**src/rtl/fetch_if.sv**
```systemverilog
// Fetch-side bus bundle: the instruction-memory request path and the
// decoupled fetch-buffer output handshake toward decode.
//
//   imem_addr  fetch address          (master -> slave)
//   imem_req   fetch request          (master -> slave)
//   imem_data  instruction word       (slave  -> master, combinational)
//   out_valid  head entry valid       (master -> slave)
//   out_ready  decode accepts head    (slave  -> master)
//   out_pc     head entry PC          (master -> slave)
//   out_inst   head entry instruction (master -> slave)
interface fetch_if #(
    parameter int XLEN = 32
);
    logic [XLEN-1:0] imem_addr;
    logic            imem_req;
    logic [31:0]     imem_data;
    logic            out_valid;
    logic            out_ready;
    logic [XLEN-1:0] out_pc;
    logic [31:0]     out_inst;

    modport master (
        output imem_addr, imem_req, out_valid, out_pc, out_inst,
        input  imem_data, out_ready
    );

    modport slave (
        input  imem_addr, imem_req, out_valid, out_pc, out_inst,
        output imem_data, out_ready
    );
endinterface

```
**src/rtl/fetch_unit.sv**
```systemverilog
// Instruction fetch unit: sequential PC generation feeding a small FIFO
// fetch buffer that decode drains through a valid/ready handshake.
// Redirect flushes the buffer and restarts fetch; halt_req stops new fetches
// while the buffer keeps draining.
//
// Ports:
//   clock        sole clock, rising edge
//   reset        synchronous, active-low
//   bus          fetch_if.master (imem request path + decode handshake)
//   redirect     flush and restart fetch at redirect_pc
//   redirect_pc  restart address (low two bits dropped)
//   halt_req     stop issuing fetches
//   count        buffer occupancy
//   misaligned   sticky: a redirect_pc with nonzero bits [1:0] was seen
//
// Optional build macro FETCH_JAL_PREDECODE_EN: when defined, a fetched JAL
// steers the next fetch to its target instead of PC+4.
//
// state  | meaning
// BOOT   | first cycle after reset, no fetch
// RUN    | fetching whenever the buffer has room
// HALTED | no fetch; buffer drains; leaves only on redirect
module fetch_unit #(
    parameter int              XLEN     = 32,
    parameter int              DEPTH    = 4,
    parameter logic [XLEN-1:0] RESET_PC = 32'h0100_0000
) (
    input  logic                   clock,
    input  logic                   reset,
    fetch_if.master                bus,
    input  logic                   redirect,
    input  logic [XLEN-1:0]        redirect_pc,
    input  logic                   halt_req,
    output logic [$clog2(DEPTH):0] count,
    output logic                   misaligned
);
    localparam int            PW   = $clog2(DEPTH);
    localparam logic [PW:0]   FULL = (PW+1)'(DEPTH);

    typedef enum logic [1:0] {BOOT, RUN, HALTED} state_t;

    state_t          state, state_nxt;
    logic [XLEN-1:0] pc, pc_nxt, pc_seq;
    logic [XLEN-1:0] buf_pc   [DEPTH];
    logic [31:0]     buf_inst [DEPTH];
    logic [PW-1:0]   wr_ptr, rd_ptr;
    logic            push, pop;

    // Head fields come straight out of buffer storage, never from imem_data.
    assign bus.out_valid = (count != '0);
    assign bus.out_pc    = buf_pc[rd_ptr];
    assign bus.out_inst  = buf_inst[rd_ptr];

    // A redirect cycle neither pops nor pushes. A pop frees a slot in the
    // same cycle, so a full buffer can still fetch while decode drains.
    assign pop          = bus.out_valid && bus.out_ready && !redirect;
    assign push         = reset && (state == RUN) && !redirect && ((count < FULL) || pop);
    assign bus.imem_req = push;
    assign bus.imem_addr = pc;

`ifdef FETCH_JAL_PREDECODE_EN
    logic [20:0] j_imm;
    assign j_imm  = {bus.imem_data[31], bus.imem_data[19:12], bus.imem_data[20],
                     bus.imem_data[30:21], 1'b0};
    assign pc_seq = (bus.imem_data[6:0] == 7'b1101111)
                  ? pc + {{(XLEN-21){j_imm[20]}}, j_imm}
                  : pc + XLEN'(4);
`else
    assign pc_seq = pc + XLEN'(4);
`endif

    always_comb begin
        state_nxt = state;
        pc_nxt    = pc;
        case (state)
            BOOT:    state_nxt = RUN;
            RUN:     if (halt_req && !redirect) state_nxt = HALTED;
            HALTED:  if (redirect) state_nxt = RUN;
            default: state_nxt = BOOT;
        endcase
        if (redirect)
            pc_nxt = {redirect_pc[XLEN-1:2], 2'b00};
        else if (push)
            pc_nxt = pc_seq;
    end

    always_ff @(posedge clock) begin
        if (!reset) begin
            state      <= BOOT;
            pc         <= RESET_PC;
            count      <= '0;
            wr_ptr     <= '0;
            rd_ptr     <= '0;
            misaligned <= 1'b0;
            for (int i = 0; i < DEPTH; i++) begin
                buf_pc[i]   <= '0;
                buf_inst[i] <= '0;
            end
        end else begin
            state <= state_nxt;
            pc    <= pc_nxt;
            if (redirect && (redirect_pc[1:0] != 2'b00))
                misaligned <= 1'b1;
            if (redirect) begin
                count  <= '0;
                wr_ptr <= '0;
                rd_ptr <= '0;
            end else begin
                if (push) begin
                    buf_pc[wr_ptr]   <= pc;
                    buf_inst[wr_ptr] <= bus.imem_data;
                    wr_ptr           <= wr_ptr + PW'(1);
                end
                if (pop)
                    rd_ptr <= rd_ptr + PW'(1);
                if (push && !pop)
                    count <= count + (PW+1)'(1);
                else if (pop && !push)
                    count <= count - (PW+1)'(1);
            end
        end
    end
endmodule

```
**src/flat_wrapper.sv**
```systemverilog
// flat-port wrapper written by rule: the top's interface ports become plain ports
module fetch_unit_flat 
#(
    parameter int              XLEN     = 32,
    parameter int              DEPTH    = 4,
    parameter logic [XLEN-1:0] RESET_PC = 32'h0100_0000
)
  (clock, reset, redirect, redirect_pc, halt_req, count, misaligned, bus_imem_addr, bus_imem_req, bus_out_valid, bus_out_pc, bus_out_inst, bus_imem_data, bus_out_ready);
  fetch_if #(.XLEN(XLEN)) bus_i ();
  input  logic clock;
  input  logic reset;
  input  logic redirect;
  input  logic [XLEN-1:0] redirect_pc;
  input  logic halt_req;
  output logic [$clog2(DEPTH):0] count;
  output logic misaligned;
  output wire logic [$bits(bus_i.imem_addr)-1:0] bus_imem_addr;
  output wire logic [$bits(bus_i.imem_req)-1:0] bus_imem_req;
  output wire logic [$bits(bus_i.out_valid)-1:0] bus_out_valid;
  output wire logic [$bits(bus_i.out_pc)-1:0] bus_out_pc;
  output wire logic [$bits(bus_i.out_inst)-1:0] bus_out_inst;
  input wire logic [$bits(bus_i.imem_data)-1:0] bus_imem_data;
  input wire logic [$bits(bus_i.out_ready)-1:0] bus_out_ready;
  assign bus_imem_addr = bus_i.imem_addr;
  assign bus_imem_req = bus_i.imem_req;
  assign bus_out_valid = bus_i.out_valid;
  assign bus_out_pc = bus_i.out_pc;
  assign bus_out_inst = bus_i.out_inst;
  assign bus_i.imem_data = bus_imem_data;
  assign bus_i.out_ready = bus_out_ready;
  fetch_unit #(.XLEN(XLEN), .DEPTH(DEPTH), .RESET_PC(RESET_PC)) u_core (.clock(clock), .reset(reset), .bus(bus_i), .redirect(redirect), .redirect_pc(redirect_pc), .halt_req(halt_req), .count(count), .misaligned(misaligned));
endmodule
```
**config.mk**
```make
export PLATFORM = sky130hd
export DESIGN_NAME = fetch_unit_flat
export DESIGN_NICKNAME = d
export VERILOG_FILES = /design/src/rtl/fetch_if.sv /design/src/rtl/fetch_unit.sv /design/src/flat_wrapper.sv
export SDC_FILE = /design/constraint.sdc
export NUM_CORES = 1
export LEC_CHECK = 0
export CORE_UTILIZATION = 40
export CTS_CLUSTER_SIZE = 30
export DETAILED_ROUTE_END_ITERATION = 10
export GPL_ROUTABILITY_DRIVEN = 0
export HOLD_SLACK_MARGIN = 0.02
export PLACE_DENSITY_LB_ADDON = 0.15
export SLEW_MARGIN = 10
export SYNTH_ARGS = -nofsm -noshare
export SYNTH_HDL_FRONTEND = slang
export SYNTH_SLANG_ARGS = --single-unit
```
**constraint.sdc**
```tcl
create_clock -name clock -period 4.5 [get_ports clock]
set_input_delay 0.45 -clock clock [delete_from_list [all_inputs] [get_ports clock]]
set_output_delay 0.45 -clock clock [all_outputs]
set_load 0.03 [all_outputs]
```
After elaboration in Yosys (flattened, before gate mapping)
Memories as Yosys holds them, arrays and structs flattened. A register that Yosys moved wholly into a read port is not among the register bits.
Index checks and enable logic that the tools add are counted.
{"block": "classes", "addsub": 5, "magnitude_cmp": 1, "eq_ne": 4, "mux": 22, "bitwise": 1, "reduce_logical": 22}
{"operator": "two-way mux 32 bit", "n": 4}
{"operator": "OR reduction 32 bit", "n": 2}
{"operator": "adder 32 x 3 -> 32 bit, second input constant", "n": 1}
{"operator": "two-way mux 2 bit", "n": 8}
{"operator": "logical AND 1 bit", "n": 9}
{"operator": "two-way mux 1 bit", "n": 7}
{"operator": "two-way mux 3 bit", "n": 2}
{"operator": "one-hot mux 2 bit (3 select lines)", "n": 1}
{"operator": "nonzero test 2 bit", "n": 3}
{"operator": "adder 2 x 1 -> 2 bit, second input constant", "n": 2}
{"operator": "inequality test 2 bit, second input constant", "n": 2}
{"operator": "adder 3 x 1 -> 3 bit, second input constant", "n": 1}
{"operator": "logical NOT 1 bit", "n": 3}
{"operator": "< comparator 3 bit, second input constant", "n": 1}
{"operator": "nonzero test 3 bit", "n": 1}
{"operator": "subtractor 3 x 1 -> 3 bit, second input constant", "n": 1}
{"operator": "equality test 2 x 1 -> 1 bit, second input constant", "n": 1}
{"operator": "equality test 2 bit, second input constant", "n": 1}
{"operator": "logical NOT 2 bit", "n": 1}
{"operator": "AND reduction 2 bit", "n": 1}
{"operator": "OR reduction 2 bit", "n": 1}
{"operator": "logical OR 1 bit", "n": 1}
{"operator": "inverter 1 bit", "n": 1}
{"block": "totals", "ff_bits": 42, "mem_bits_rw": 256, "inputBits": 69, "output_inout_bits": 102, "word_cells": 64, "mem_count": 2}
{"memory": "u_core.buf_inst", "depth": 4, "width": 32, "rd": 1, "rd_clocked_by_memory_dff": 1, "write_ports": 4, "line_no": "fetch_unit.sv:45", "text": "logic [31:0] buf_inst [DEPTH];"}
{"memory": "u_core.buf_pc", "depth": 4, "width": 32, "rd": 1, "rd_clocked_by_memory_dff": 1, "write_ports": 4, "line_no": "fetch_unit.sv:44", "text": "logic [XLEN-1:0] buf_pc [DEPTH];"}

Depth between registers and ports, before layout
Gate-level depths: netlist (run 1).
{"block": "logic_depth", "depth_word": 11, "depth_mapped": 11, "ltp_nobuf": 9}

Worst setup path before layout (run 1)
No wires, ideal clock.
{"block": "synth_path", "path_kind": "input to register", "startpoint": "input redirect", "endpoint": "memory u_core.buf_inst[3][0] (enable)", "setup_ns": 0.421, "t_arrival_ns": 3.172, "required_ns": 4.079, "slack_ns": 0.907, "path_stages": 7, "path_buffers": 2, "cell_sequence": "clkbuf_1 > and2b_1 > nand3_2 > inv_1 > clkbuf_1 > nand3_1 > nand2_1"}
{"item": "start: declaration", "line_no": "flat_wrapper.sv:12", "text": "input logic redirect;"}
{"item": "end: declaration", "line_no": "fetch_unit.sv:45"}

==> impl_metrics.py, run 1 <==
metrics = {
    "global_route": {
        "grt_overflow": 0,
        "grt_pass1_wl_um": 51200,
        "grt_pass1_vias": 8533,
        "grtUsageTotal": 0.201,
        "grt_max_degree": 63,
        "antenna_found_initial": 1,
    },
    "critical_path": {
        "cp-start-kind": "register",
        "reg2reg_setup_slack_ps": 1870,
        "r2r_cells": 9,
        "worst_r2r_startpoint": "u_core.state[0]$_SDFFE_PN0P_",
        "worstReg2RegEnd": "u_core.count[2]$_SDFFE_PP0P_",
        "crit_slowest_cell": "mux4_2",
        "path_class": "reg -> out",
        "worst-path-max-fanout": 33,
        "worstPathCellList": "buf_4, mux4_2, clkdlybuf4s50_1",
        "critPathRequiredTime_ps": 4050,
        "worst_setup_path_end_kind": "primary output",
        "arrival_ps": 2760,
        "crit_end": "bus_out_pc[25]",
        "cpPeakStageDelay_ps": 650,
    },
    "final_layout": {
        "nets": 1151,
        "finalNonFillerCells": 1546,
        "utilization": 0.503,
        "nFillCells": 2851,
        "area_growth_pct": 23.9,
        "drive_gt1_frac": 0.133,
    },
    "power": {
        "p_total_mw": 6.27,
        "p_per_area_mw_per_mm2": 383,
        "p_leak_nw": 5.67,
        "irDropWorstVdd_mv": 0.260,
    },
    "cts": {
        "cts_sinks": 290,
        "holdBufCountCts": 0,
        "cts-root-buf": "clkbuf_16",
        "htree_levels": 1,
        "numCtsBuffers": 31,
        "tritoncts": "done",
        "insertion_delay_ps": 550,
        "ctsResizeCount": 0,
        "cts_setup_buffers": 0,
        "cts_buffer_depth": 3,
        "path_clk_slew_ps": 60,
    },
    "synthesis": {
        "ys_types": 62,
        "syn_area_mm2": 0.0132,
        "syn_avg_cell_area_um2": 14.2,
        "synth_common_cells": "edfxtp_1 (248), and2_1 (241), mux4_2 (62)",
        "synth_seq_area_share": 0.628,
        "ys.flop_type": "edfxtp_1",
        "synth_seq_cells": 290,
        "synth-edff-count": 248,
        "yosysWarnings": 0,
        "synth.most_common_cell": "edfxtp_1",
        "ys_top_cells_by_area": "edfxtp_1 (56%), and2_1 (11%), mux4_2 (11%)",
        "yosys.area.top_type": "edfxtp_1",
        "ys_async_sr_fraction": 0,
        "synthCells": 932,
        "synth_top_area_share": 0.564,
    },
    "placed_design": {
        "dp.cells": 1488,
        "io_buffers": 166,
        "dp_hpwl_um": 19800,
    },
    "timing": {
        "holdWs_ps": 457,
        "setup_viol": 0,
        "worst_pin_slew_ps": 753,
        "rsz0062_at_grt": "no",
        "report.final.slew_viol_count": 0,
        "finalCritPeriodShare": 0.713,
        "finalHoldViolCount": 0,
        "timing.setup.tns_ps": 0,
        "clock_skew_ps": 12.8,
        "min_period_ps": 3210,
        "slew_headroom": 0.498,
        "max_freq_ghz": 0.312,
    },
    "floorplan": {
        "dieHeight_um": 184,
        "std_cell_rows": 66,
        "die-area_mm2": 0.0337,
        "fp.dieW_um": 184,
        "coreArea_mm2": 0.0325,
        "initial_core_util": 0.406,
        "ioPinCount": 171,
    },
    "routing": {
        "ant_nets": 0,
        "drc": 0,
        "avgRoutedWirePerCell_um": 21.5,
        "wl_um": 33300,
        "firstDrtPassIters": 5,
        "drt_iter0_markers": 529,
        "vias": 8326,
        "viasPerCell": 5.39,
    },
    "outcome": {
        "status": "finished, final reports clean",
    },
    "hold_path": {
        "hold_path.class": "reg -> reg",
        "min_path_cells": 2,
    },
    "flow_run": {
        "max_cap_viol_count": 0,
    },
}
==> through the flow <==
stage / setup slack (ps) / area [um^2]
after floorplan: 907 / 13200
after global routing: 1170 / 16400
final: 1290 / 16400
after detailed placement: 1360 / 15400
after CTS: 1240 / 16400
after global placement: 1390 / 15400
==> report_power, final <==
group | internal [mW] | switching (mW)
sequential | 3.04 | 0.0910
clock | 1.52 | 1.03
combinational | 0.252 | 0.337
==> sequential cells by signal, summed over array words and instances (netlist names), named ones only <==
| signal | flops |
|---|---|
| u_core.bus.imem_addr | 30 |
| u_core.buf_pc | 120 |
| u_core.misaligned | 1 |
| u_core.state | 2 |
| u_core.buf_inst | 128 |
| u_core.count | 3 |
| u_core.wr_ptr | 2 |
| u_core.rd_ptr | 2 |
==> layer usage <==
metal	share of wire	global-route usage	vias up
li1	-	-	3784
met1	0.46	0.284	4200
met2	0.47	0.327	288
met3	0.050	0.0267	54
met4	0.021	0.0557	0
met5	0	0	-
==> kinds of logic (layout without fill, tap and decap cells) <==
family | count (synthesis) | after routing | synth area share
other | 1 | 5 | 0.000284
adder cells (fa/ha/maj) | 3 | 3 | 0.00341
flip-flops | 290 | 290 | 0.628
AO/OA/AOI/OAI | 70 | 70 | 0.0376
AND/OR/NAND/NOR | 406 | 406 | 0.187
XOR/XNOR | 13 | 13 | 0.00862
buffers and inverters | 84 | 252 | 0.0270
multiplexers | 65 | 65 | 0.108
==> cell type report <==
type	count	area (um^2)	share of cell area
flip-flops and latches	290	8300	0.507
clock inverters	17	178	0.0109
clock buffers	40	830	0.0507
multi-input cells	561	4620	0.282
well taps	442	553	0.0338
diodes	1	2.50	0.000153
repair buffers	187	1860	0.113
inverters	8	30.0	0.00183
==> worst min-delay path by stage <==
stage / to / start / slack (ps)
global placement: u_core.misaligned$_SDFFE_PN0P_ / u_core.misaligned$_SDFFE_PN0P_ / 440
floorplan: register / u_core.rd_ptr[1]$_SDFFE_PP0P_ / 480
finish: u_core.misaligned$_SDFFE_PN0P_ / u_core.misaligned$_SDFFE_PN0P_ / 460
CTS: u_core.misaligned$_SDFFE_PN0P_ / u_core.misaligned$_SDFFE_PN0P_ / 460
global route: u_core.misaligned$_SDFFE_PN0P_ / u_core.misaligned$_SDFFE_PN0P_ / 490
detailed placement: u_core.misaligned$_SDFFE_PN0P_ / u_core.misaligned$_SDFFE_PN0P_ / 450
==> critical path: cells and delay by family, from the launching register on <==
kind / cells / cell delay, ps
flip-flops: 1 / 340
multiplexers: 1 / 650
buffers and inverters: 2 / 1210
==> placed cells by master, fill, tap and decap left out, drive strengths merged, types with 5 or more instances in the layout <==
cell and count:
xor2 7, nor4 15, a21oi 5, buf 21
o21ai 12, clkbuf 40, clkdlybuf4s50 166, mux4 62
nand2 22, a22oi 5, dfxtp 42, edfxtp 248
inv 8, nand3 24, and2 246, nand2b 8
a31oi 9, o31ai 8, nor3 8, and4 5
nand4 22, and3 7, clkinv 12, or4 5
or3 8, xnor2 6, nor2 24
Note: power is estimated with default switching activity, not from simulation.
==> run 2: changes to the inputs <==
==> constraint.sdc (replaced) <==
create_clock -name clock -period 3.2 [get_ports clock]
set_input_delay 0.32 -clock clock [delete_from_list [all_inputs] [get_ports clock]]
set_output_delay 0.32 -clock clock [all_outputs]
set_load 0.03 [all_outputs]
==> impl_metrics.py, run 2 (synthesized netlist as in run 1, its figures left out) <==
metrics = {
    "final_layout": {
        "layout_common_cells": "edfxtp_1 (248), and2_1 (241), clkdlybuf4s50_1 (165)",
        "final_common_cell": "edfxtp_1",
        "nFillCells": 2829,
        "top_register": "u_core.buf_inst",
        "utilization": 0.508,
        "area_growth_pct": 25.1,
        "diodes": 0,
        "nets": 1158,
        "largest_reg_flops": 128,
        "drive_gt1_frac": 0.144,
    },
    "global_route": {
        "met1_usage": 0.280,
        "grt_overflow": 0,
        "antenna_found_initial": 0,
        "grtUsageTotal": 0.197,
        "grtUsageMet3": 0.0287,
        "grt_max_degree": 63,
        "top_usage_layer": "met2",
        "met2_usage": 0.323,
        "grt_pass1_wl_um": 50300,
        "grt_pass1_vias": 8423,
    },
    "critical_path": {
        "worst_setup_path_end_kind": "primary output",
        "worst-path-max-fanout": 16,
        "crit_slowest_cell": "clkdlybuf4s50_1",
        "cp-start-kind": "register",
        "critPathRequiredTime_ps": 2880,
        "cp_top_family": "buffers and inverters",
        "worst_r2r_startpoint": "u_core.count[2]$_SDFFE_PP0P_",
        "arrival_ps": 2570,
        "cp_num_buf_inv": 2,
        "worstPathCellList": "buf_12, mux4_2, clkdlybuf4s50_1",
        "path_class": "reg -> out",
        "cpPeakStageDelay_ps": 620,
    },
    "power": {
        "p_total_mw": 8.82,
        "p_per_area_mw_per_mm2": 534,
        "p_leak_nw": 5.74,
        "irDropWorstVdd_mv": 0.396,
    },
    "timing": {
        "worst_pin_slew_ps": 723,
        "timing.setup.tns_ps": 0,
        "clock_skew_ps": 17.6,
        "slew_headroom": 0.518,
        "finalHoldViolCount": 0,
        "finalCritPeriodShare": 0.904,
        "max_freq_ghz": 0.346,
        "setup_ws_ps": 306,
        "min_period_ps": 2890,
        "rsz0062_at_grt": "no",
        "setup_viol": 0,
        "report.final.slew_viol_count": 0,
    },
    "cts": {
        "cts_buffer_depth": 3,
        "htree_levels": 1,
        "numCtsBuffers": 31,
        "path_clk_slew_ps": 60,
        "ctsResizeCount": 0,
        "cts-root-buf": "clkbuf_16",
        "cts_sinks": 290,
        "insertion_delay_ps": 560,
        "tritoncts": "done",
    },
    "flow_run": {
        "max_cap_viol_count": 0,
    },
    "placed_design": {
        "dp_hpwl_um": 20300,
        "post-place-ws_ps": 570,
        "io_buffers": 166,
    },
    "routing": {
        "vias": 8194,
        "firstDrtPassIters": 5,
        "viasPerCell": 5.28,
        "wl_um": 32800,
        "drt_iter0_markers": 761,
        "drc": 0,
        "avgRoutedWirePerCell_um": 21.2,
        "ant_nets": 0,
    },
    "floorplan": {
        "coreArea_mm2": 0.0325,
        "dieHeight_um": 184,
        "initial_core_util": 0.406,
        "fp.dieW_um": 184,
        "std_cell_rows": 66,
        "ioPinCount": 171,
        "die-area_mm2": 0.0337,
    },
    "outcome": {
        "status": "finished, final reports clean",
    },
    "hold_path": {
        "hold_path.class": "in -> reg",
        "hp-start": "redirect_pc[4]",
    },
}
## run 2: cell types whose count changed in the layout (fill, tap and decap cells not counted)
cell	delta
buf_12	+8
clkbuf_1	-3
clkbuf_8	-2
clkdlybuf4s50_1	-1
clkinv_1	-2
clkinv_2	+1
clkinv_4	+4
clkinvlp_2	-1
clkinvlp_4	+3
diode_2	-1
## run 2: timing repair
action / CTS / global route
setup buffers: 0 / 1
endpoints found under the hold margin: 0 / 0
hold buffers: 0 / 0
endpoints found under the setup margin: 0 / 1
## run 2: cell type report
type,count,area (um^2),share of cell area
clock buffer,35,791,0.0479
clock inverter,22,228,0.0138
inverter,8,30.0,0.00182
multi-input combinational,561,4620,0.280
sequential,290,8300,0.502
tap,442,553,0.0335
timing repair buffer,194,2010,0.121
## run 2: metal layers
layer | wire length (um) | share of wire | vias up
met2 | 15500 | 0.47 | 278
met5 | 0 | 0 | -
met3 | 1800 | 0.055 | 34
met1 | 15200 | 0.46 | 4071
met4 | 395 | 0.012 | 0
li1 | - | - | 3811
## run 2: stage by stage
step                hold WS, ps  cells  instance area (um^2)
floorplan                   453    935                 13200
global placement            442   1494                 15500
detailed placement          450   1494                 15500
CTS                         350   1551                 16500
global route                371   1552                 16500
finish                      370   1552                 16500
## run 2: worst min-delay path, cell delays in order
cell             delay, ps
clkdlybuf4s50_1        410
nor2_1                  90
a211oi_1                50
## run 2: worst paths after layout
kind                                                             end  slack [ps]  cells after the start
worst min-delay path            u_core.bus.imem_addr[4]$_SDFFE_PN0P_         370                      3
worst min register to register        u_core.misaligned$_SDFFE_PN0P_         460                      2
worst max-delay path                                   bus_out_pc[4]         310                      3
worst max register to register          u_core.count[2]$_SDFFE_PP0P_         950                      8
## run 2: report_power, final
part | internal (mW) | total [mW] | switching (mW) | leakage, nW
Combinational | 0.368 | 0.847 | 0.480 | 2.33
Sequential | 4.27 | 4.40 | 0.125 | 2.91
Clock | 2.10 | 3.57 | 1.47 | 0.494
Total | 6.74 | 8.82 | 2.08 | 5.74
==> run 3: changes to the inputs <==
--- a/config.mk
+++ b/config.mk
@@ -6,6 +6,7 @@
 export NUM_CORES = 1
 export LEC_CHECK = 0
 export CORE_UTILIZATION = 40
+export CTS_CLUSTER_DIAMETER = 150
 export CTS_CLUSTER_SIZE = 30
 export DETAILED_ROUTE_END_ITERATION = 10
 export GPL_ROUTABILITY_DRIVEN = 0
==> impl_metrics.py, run 3 (synthesized netlist as in run 1, its figures left out) <==
metrics = {
    "global_route": {
        "top_usage_layer": "met2",
        "antenna_found_initial": 0,
        "grt_max_degree": 63,
        "grt_pass1_vias": 8205,
        "grt_pass1_wl_um": 49700,
        "grtUsageMet3": 0.0250,
        "met2_usage": 0.321,
        "grtUsageTotal": 0.195,
        "met1_usage": 0.281,
        "grt_overflow": 0,
    },
    "timing": {
        "report.final.slew_viol_count": 0,
        "max_freq_ghz": 0.333,
        "holdWs_ps": 412,
        "worst_pin_slew_ps": 712,
        "min_period_ps": 3000,
        "clock_skew_ps": 9.15,
        "finalCritPeriodShare": 0.937,
        "rsz0062_at_grt": "no",
        "setup_viol": 0,
        "slew_headroom": 0.525,
        "setup_ws_ps": 200,
        "timing.setup.tns_ps": 0,
        "finalHoldViolCount": 0,
    },
    "final_layout": {
        "utilization": 0.487,
        "nets": 1139,
        "diodes": 0,
        "multiInputGateArea_mm2": 0.00462,
        "seq_area_mm2": 0.00830,
        "stdcell_area_mm2": 0.0158,
        "layout_common_cells": "edfxtp_1 (248), and2_1 (241), clkdlybuf4s50_1 (165)",
        "nFillCells": 2879,
        "final_common_cell": "edfxtp_1",
        "drive_gt1_frac": 0.116,
        "largest_reg_flops": 128,
        "area_growth_pct": 20.0,
        "top_register": "u_core.buf_inst",
    },
    "cts": {
        "insertion_delay_ps": 490,
        "numCtsBuffers": 13,
        "path_clk_slew_ps": 120,
        "cts_setup_buffers": 0,
        "cts_sinks": 290,
        "ctsResizeCount": 0,
        "tritoncts": "done",
        "cts-root-buf": "clkbuf_16",
        "htree_levels": 1,
        "holdBufCountCts": 0,
        "cts_buffer_depth": 3,
    },
    "placed_design": {
        "post-place-ws_ps": 570,
        "place_area_mm2": 0.0155,
        "io_buffers": 166,
        "dp_hpwl_um": 20300,
    },
    "critical_path": {
        "reg2reg_setup_slack_ps": 930,
        "critPathRequiredTime_ps": 2880,
        "worstPathCellList": "buf_12, mux4_2, clkdlybuf4s50_1",
        "path_class": "reg -> out",
        "arrival_ps": 2680,
        "worst_setup_path_end_kind": "primary output",
        "cpPeakStageDelay_ps": 710,
        "worst_r2r_startpoint": "u_core.count[2]$_SDFFE_PP0P_",
        "cp_top_family": "buffers and inverters",
        "worstReg2RegEnd": "u_core.count[2]$_SDFFE_PP0P_",
        "crit_slowest_cell": "dfxtp_4",
        "r2r_cells": 8,
        "cp_num_buf_inv": 2,
        "cp-start-kind": "register",
        "crit_end": "bus_out_pc[4]",
        "worst-path-max-fanout": 22,
        "crit_cells": 3,
    },
    "routing": {
        "drc": 0,
        "firstDrtPassIters": 5,
        "viasPerCell": 5.34,
        "ant_nets": 0,
        "vias": 8090,
        "drt_iter0_markers": 888,
        "wl_um": 32500,
        "avgRoutedWirePerCell_um": 21.4,
    },
    "floorplan": {
        "fp.dieW_um": 184,
        "coreArea_mm2": 0.0325,
        "std_cell_rows": 66,
        "die-area_mm2": 0.0337,
        "ioPinCount": 171,
        "dieHeight_um": 184,
        "initial_core_util": 0.406,
    },
    "power": {
        "p_leak_nw": 5.41,
        "irDropWorstVdd_mv": 0.272,
        "p_per_area_mw_per_mm2": 453,
    },
    "hold_path": {
        "hp-start": "redirect_pc[4]",
        "hold_path.class": "in -> reg",
    },
    "outcome": {
        "status": "finished, final reports clean",
    },
    "flow_run": {
        "max_cap_viol_count": 0,
    },
}
-- run 3: cell count changes in the layout (fill, tap and decap cells not counted), sizes merged --
cell,change
clkbuf,-15
clkinv,-15
bufinv,-4
clkinvlp,-3
buf,-1
inv,+1
-- run 3: routing by layer --
layer	part of all wire	vias to the layer above
met4	0.0085	0
met2	0.47	248
met3	0.048	23
met1	0.47	4077
li1	-	3742
met5	0	-
-- run 3: area by class of cell --
type                            instances  area share
Tap cell                              442      0.0349
Sequential cell                       290       0.523
Inverter                                8     0.00189
Clock inverter                          1    0.000711
Timing Repair Buffer                  193       0.125
Clock buffer                           20      0.0222
Multi-Input combinational cell        561       0.292
-- run 3: worst min path at each step --
stage                                             to  depth (start not counted)  slack (ps)
6_report        u_core.bus.imem_addr[4]$_SDFFE_PN0P_                          3         410
5_1_grt         u_core.bus.imem_addr[2]$_SDFFE_PN0P_                          3         420
3_5_place_dp          u_core.misaligned$_SDFFE_PN0P_                          2         450
4_1_cts         u_core.bus.imem_addr[4]$_SDFFE_PN0P_                          3         400
3_3_place_gp          u_core.misaligned$_SDFFE_PN0P_                          2         440
2_1_floorplan  u_core.bus.imem_addr[26]$_SDFFE_PN0P_                          2         450
-- run 3: stage by stage --
step	instances	power, mW
final	1515	7.18
after global routing	1515	7.43
after CTS	1515	7.24
after detailed placement	1494	5.33
after floorplan	935	4.89
after global placement	1494	5.33
-- run 3: worst min-delay path: cells and delay by family --
kind	cells	cell delay, ps
buffers and inverters	1	410
and+or+nand+nor	1	90
AOI/OAI and AO/OA	1	50
-- run 3: report_power, final --
group	internal [mW]	total [mW]	switching, mW
combinational	0.367	0.847	0.480
sequential	4.27	4.39	0.126
clock	0.785	1.94	1.16
==> variant 1 (flow settings as in run 3) <==
Re-encode `state_t` (3 states) as one-hot, 3 bits wide.
--- a/src/rtl/fetch_unit.sv
+++ b/src/rtl/fetch_unit.sv
@@ -39,3 +39,3 @@
 
-    typedef enum logic [1:0] {BOOT, RUN, HALTED} state_t;
+    typedef enum logic [2:0] {BOOT = 3'b001, RUN = 3'b010, HALTED = 3'b100} state_t;
 
Behaviour: same outputs for any inputs over 4 cycles, from zero or initial values and one cycle with reset low; so few cycles prove little.
==> variant 1 against run 3 <==
  * Non-clock buffer count rose by 1
  * Sequential cell count rose by 1
  * Hold slack got worse by 0.021 ns
  * Largest cell class unchanged
  * Design area fell by 2.1%
  * Worst setup slack improved by 0.021 ns
  * Power fell by 1.1%
  * Critical endpoint is now bus_imem_req
  * Area after synthesis fell by 2.5%
  * Combinational power fell by 6.3%
  * Critical path depth rose by 2
  * Wire length fell by 7.5%
  * Largest power group unchanged
==> variant 1: results (changes against run 3) <==
INFO  metric run_status = complete, no violations
INFO  metric filler_cell_count = 2722 (-5.5%)
INFO  metric vdd_ir_drop_max = 0.000279 V (+2.5%)
INFO  metric static-leakage-power = 5.37 nW (-0.71%)
INFO  metric edff_count_synth = 248 (unchanged)
INFO  metric cts_repair_resize_count = 0 (unchanged)
INFO  metric cts.path.max_buffers = 3 (unchanged)
INFO  metric ys_seq_area_frac = 0.645 (+0.0175)
INFO  metric drive_above_1_share = 0.118 (+0.00208)
INFO  metric place.port_buffers = 166 (unchanged)
INFO  metric r2r_slack = 0.47 ns (-0.46 ns)
INFO  metric numCtsBuffers = 13 (unchanged)
INFO  metric synth_commonest_cells = edfxtp_1 (248), and2_1 (244), mux4_2 (62)
INFO  metric grt_pass1_vias = 7739 (-5.7%)
INFO  metric synth_async_sr_flop_share = 0 (unchanged)
INFO  metric crit_path_max_fanout = 8 (-64%)
INFO  metric synth.top_cells.by_area = edfxtp_1 (58%), and2_1 (12%), mux4_2 (11%)
INFO  metric hold_end = u_core.bus.imem_addr[27]
INFO  metric fin_hold_ws = 0.391 ns (-0.0212 ns)
INFO  metric worst_slew_margin_rel = 0.432 (-0.0931)
INFO  metric number_of_drc_markers_in_iteration_0 = 496 (-44%)
INFO  metric grt_first_pass_wirelength = 46.6 mm (-6.2%)
INFO  metric cts_root_buffer = clkbuf_16
INFO  metric place_area = 0.0152 mm² (-2.1%)
INFO  metric rr_worst_depth = 10 (+2)
INFO  metric nNetsFinal = 1103 (-3.2%)
INFO  metric hold_path.startpoint = redirect_pc[27]
INFO  metric worst_r2r_startpoint = u_core.state[1]
INFO  metric final.setup_skew = 0.0230 ns (+0.0138 ns)
INFO  metric crit_arrival = 2.66 ns (-0.02 ns)
INFO  metric yosysUniqueCellTypes = 47 (-24%)
INFO  metric drt_pass1_iterations = 5 (unchanged)
INFO  metric finalWirelength = 30.0 mm (-7.5%)
INFO  metric dp.final_hpwl = 18.6 mm (-8.4%)
INFO  metric routed-via-count = 7428 (-8.2%)
INFO  metric globalRouteTotalUtil = 0.186 (-0.00848)
[variant 1: cell count changes after synthesis, moves of 5 or more]
cell      delta
a21oi_1     +20
clkbuf_1    -19
xor2_1      +13
a31oi_1      -9
o31ai_1      -8
o21ai_0     +16
or4_1        -5
nand3_1     -15
xnor2_1      +9
a22oi_1      -5
nor4_1       -9
[variant 1: layout make-up]
class	instances	area, µm²	share of cell area
Inverter	9	33.8	0.00218
Clock inverter	1	8.76	0.000564
Timing Repair Buffer	194	1970	0.127
Clock buffer	20	352	0.0227
Multi-Input combinational cell	522	4330	0.279
Sequential cell	291	8320	0.536
Tap cell	402	503	0.0324
[variant 1: kinds of logic after synthesis]
family,Yosys count,synth area share
adder cells (fa/ha/maj),3,0.00350
multiplexers,64,0.110
AND/OR/NAND/NOR,352,0.166
AO/OA/AOI/OAI,64,0.0279
other,1,0.000291
flip-flops,291,0.645
XOR/XNOR,35,0.0238
buffers and inverters,71,0.0235
[variant 1: report_power, final]
part | total [mW] | internal (mW) | switching [mW]
clock network | 1.93 | 0.781 | 1.14
logic | 0.794 | 0.351 | 0.443
registers | 4.39 | 4.27 | 0.114
total | 7.10 | 5.40 | 1.70
[variant 1: layer usage]
metal / global-route usage / vias to the layer above / wire (µm)
met5: 0 / - / 0
met4: 0.0329 / 0 / 431
met3: 0.0223 / 29 / 1180
met2: 0.310 / 195 / 14500
met1: 0.266 / 3707 / 14000
li1: - / 3497 / -
[variant 1: worst max-delay path by stage]
stage / cells past startpoint / startpoint / slack [ns] / end
final: 5 / u_core.state[1] / 0.22 / bus_imem_req
after global routing: 5 / u_core.state[1] / 0.08 / bus_imem_req
after CTS: 5 / u_core.state[1] / 0.17 / bus_imem_req
after detailed placement: 6 / bus_out_ready / 0.34 / u_core.buf_pc[3][28]
after global placement: 6 / bus_out_ready / 0.37 / u_core.buf_pc[3][27]
after floorplan: 13 / u_core.state[0] / 0.14 / u_core.count[2]
[variant 1: stage by stage]
step	worst slack, ns	cells	util
2_1_floorplan	0.143	884	-
3_3_place_gp	0.366	1418	0.479
3_5_place_dp	0.336	1418	0.479
4_1_cts	0.172	1439	0.490
5_1_grt	0.0787	1439	0.490
6_report	0.221	1439	0.490
[variant 1: worst max-delay path, cell delays in order, from the launching register on]
cell	delay, ns
dfxtp_1	0.46
or3b_4	0.45
nor2_4	0.23
nand3_2	0.17
inv_2	0.13
clkdlybuf4s50_1	0.74
==> variant 2 (settings of run 3) <==
Without the edit above. `DEPTH` is set to 4 in 2 places; all go to 2.
--- a/src/rtl/fetch_unit.sv
+++ b/src/rtl/fetch_unit.sv
@@ -24,3 +24,3 @@
     parameter int              XLEN     = 32,
-    parameter int              DEPTH    = 4,
+    parameter int              DEPTH    = 2,
     parameter logic [XLEN-1:0] RESET_PC = 32'h0100_0000
--- a/src/flat_wrapper.sv
+++ b/src/flat_wrapper.sv
@@ -4,3 +4,3 @@
     parameter int              XLEN     = 32,
-    parameter int              DEPTH    = 4,
+    parameter int              DEPTH    = 2,
     parameter logic [XLEN-1:0] RESET_PC = 32'h0100_0000
Ports: changed (resized count); port bits go from 171 to 170. No check against the original RTL was run, so the function may have changed too.
==> variant 2 against run 3 <==
  * Power decreased by 27%
  * Area after synthesis fell by 42%
  * Hold slack gained 0.048 ns
  * Count of clock-buffer cells in the layout grew 7
  * Worst setup slack better by 0.32 ns
  * Clock power increased by 6%
  * Wire length decreased by 39%
  * Synthesized cell count fell by 32%
  * Sequential cell count decreased by 128
  * Non-clock buffer count decreased by 12
  * Die area decreased by 42%
  * Design area is 36% lower
  * Critical path depth rose by 2
==> variant 2: results (changes against run 3) <==
INFO  metric run_status = complete, no violations
INFO  metric cts.path.max_buffers = 2 (-1)
INFO  metric synth-adder-area-share = 0.00327 (-0.000136)
INFO  metric final.setup_skew = 0.0106 ns (+0.00141 ns)
INFO  metric routed-via-count = 5769 (-29%)
INFO  metric slowest_delay = 0.48 ns (-0.23 ns)
INFO  metric worst_skew_pair.late_latency = 0.42 ns (-0.07 ns)
INFO  metric hold_class = flip-flop to flip-flop
INFO  metric die_area = 0.0197 mm² (-42%)
INFO  metric placedCellCount = 999 (-33%)
INFO  metric static-leakage-power = 3.84 nW (-29%)
INFO  metric maxClockFrequency = 0.373 GHz (+12%)
INFO  metric grt_first_pass_wirelength = 31.2 mm (-37%)
INFO  metric edff_count_synth = 124 (-50%)
INFO  metric avgRoutedWirePerCell = 19.1 µm (-11%)
INFO  metric vdd_ir_drop_max = 0.000359 V (+32%)
INFO  metric grt_pass1_vias = 5708 (-30%)
INFO  metric portion_of_the_layout_cell_area_used_by_clock_cells = 0.0594 (+0.0365)
INFO  metric drive_above_1_share = 0.154 (+0.0388)
INFO  metric syn-instance-count = 635 (-32%)
INFO  metric place_area = 0.00956 mm² (-38%)
INFO  metric globalRouteTotalUtil = 0.206 (+0.0112)
INFO  metric clk_pin_slew_worst_paths = 0.06 ns (-0.06 ns)
INFO  metric setup.worst_path.end = bus_imem_req
INFO  metric worst_slew_margin_rel = 0.451 (-0.0745)
INFO  metric synth-xor-area-share = 0.0103 (+0.00169)
INFO  metric ys_seq_area_frac = 0.587 (-0.0408)
INFO  metric numCtsBuffers = 17 (+4)
INFO  metric power_density = 513 mW/mm² (+13%)
INFO  metric buffer_area_frac = 0.180 (+0.0551)
INFO  metric crit_path_max_fanout = 49 (+120%)
INFO  metric dp.final_hpwl = 12.6 mm (-38%)
INFO  metric ys_seq_elements = 162 (-44%)
INFO  metric place_ws = 0.367 ns (-0.203 ns)
INFO  metric ff_latch_area = 0.00449 mm² (-46%)
INFO  metric standard_cell_with_the_maximum_stage_delay_on_the_critical_path = or3_1
INFO  metric filler_cell_count = 1579 (-45%)
[variant 2: worst min path at each step]
stage | startpoint | endpoint | slack [ns] | cells after the start
after floorplan | halt_req | u_core.state[1] | 0.46 | 2
after global placement | u_core.misaligned | u_core.misaligned | 0.44 | 2
after detailed placement | u_core.misaligned | u_core.misaligned | 0.45 | 2
after CTS | u_core.misaligned | u_core.misaligned | 0.46 | 2
after global routing | u_core.misaligned | u_core.misaligned | 0.48 | 2
final | u_core.misaligned | u_core.misaligned | 0.46 | 2
[variant 2: per-layer routing]
layer	routed length, µm	up-vias	global-route usage
li1	-	2696	-
met1	8730	2796	0.277
met2	9430	252	0.335
met3	1230	25	0.0427
met4	296	0	0.0619
met5	0	-	0
[variant 2: cells by family after synthesis]
logic type / after synthesis
other: 1
flip-flops: 162
XOR/XNOR: 9
multiplexers: 64
AND/OR/NAND/NOR: 267
buffers and inverters: 60
adder cells (fa/ha/maj): 2
AO/OA/AOI/OAI: 70
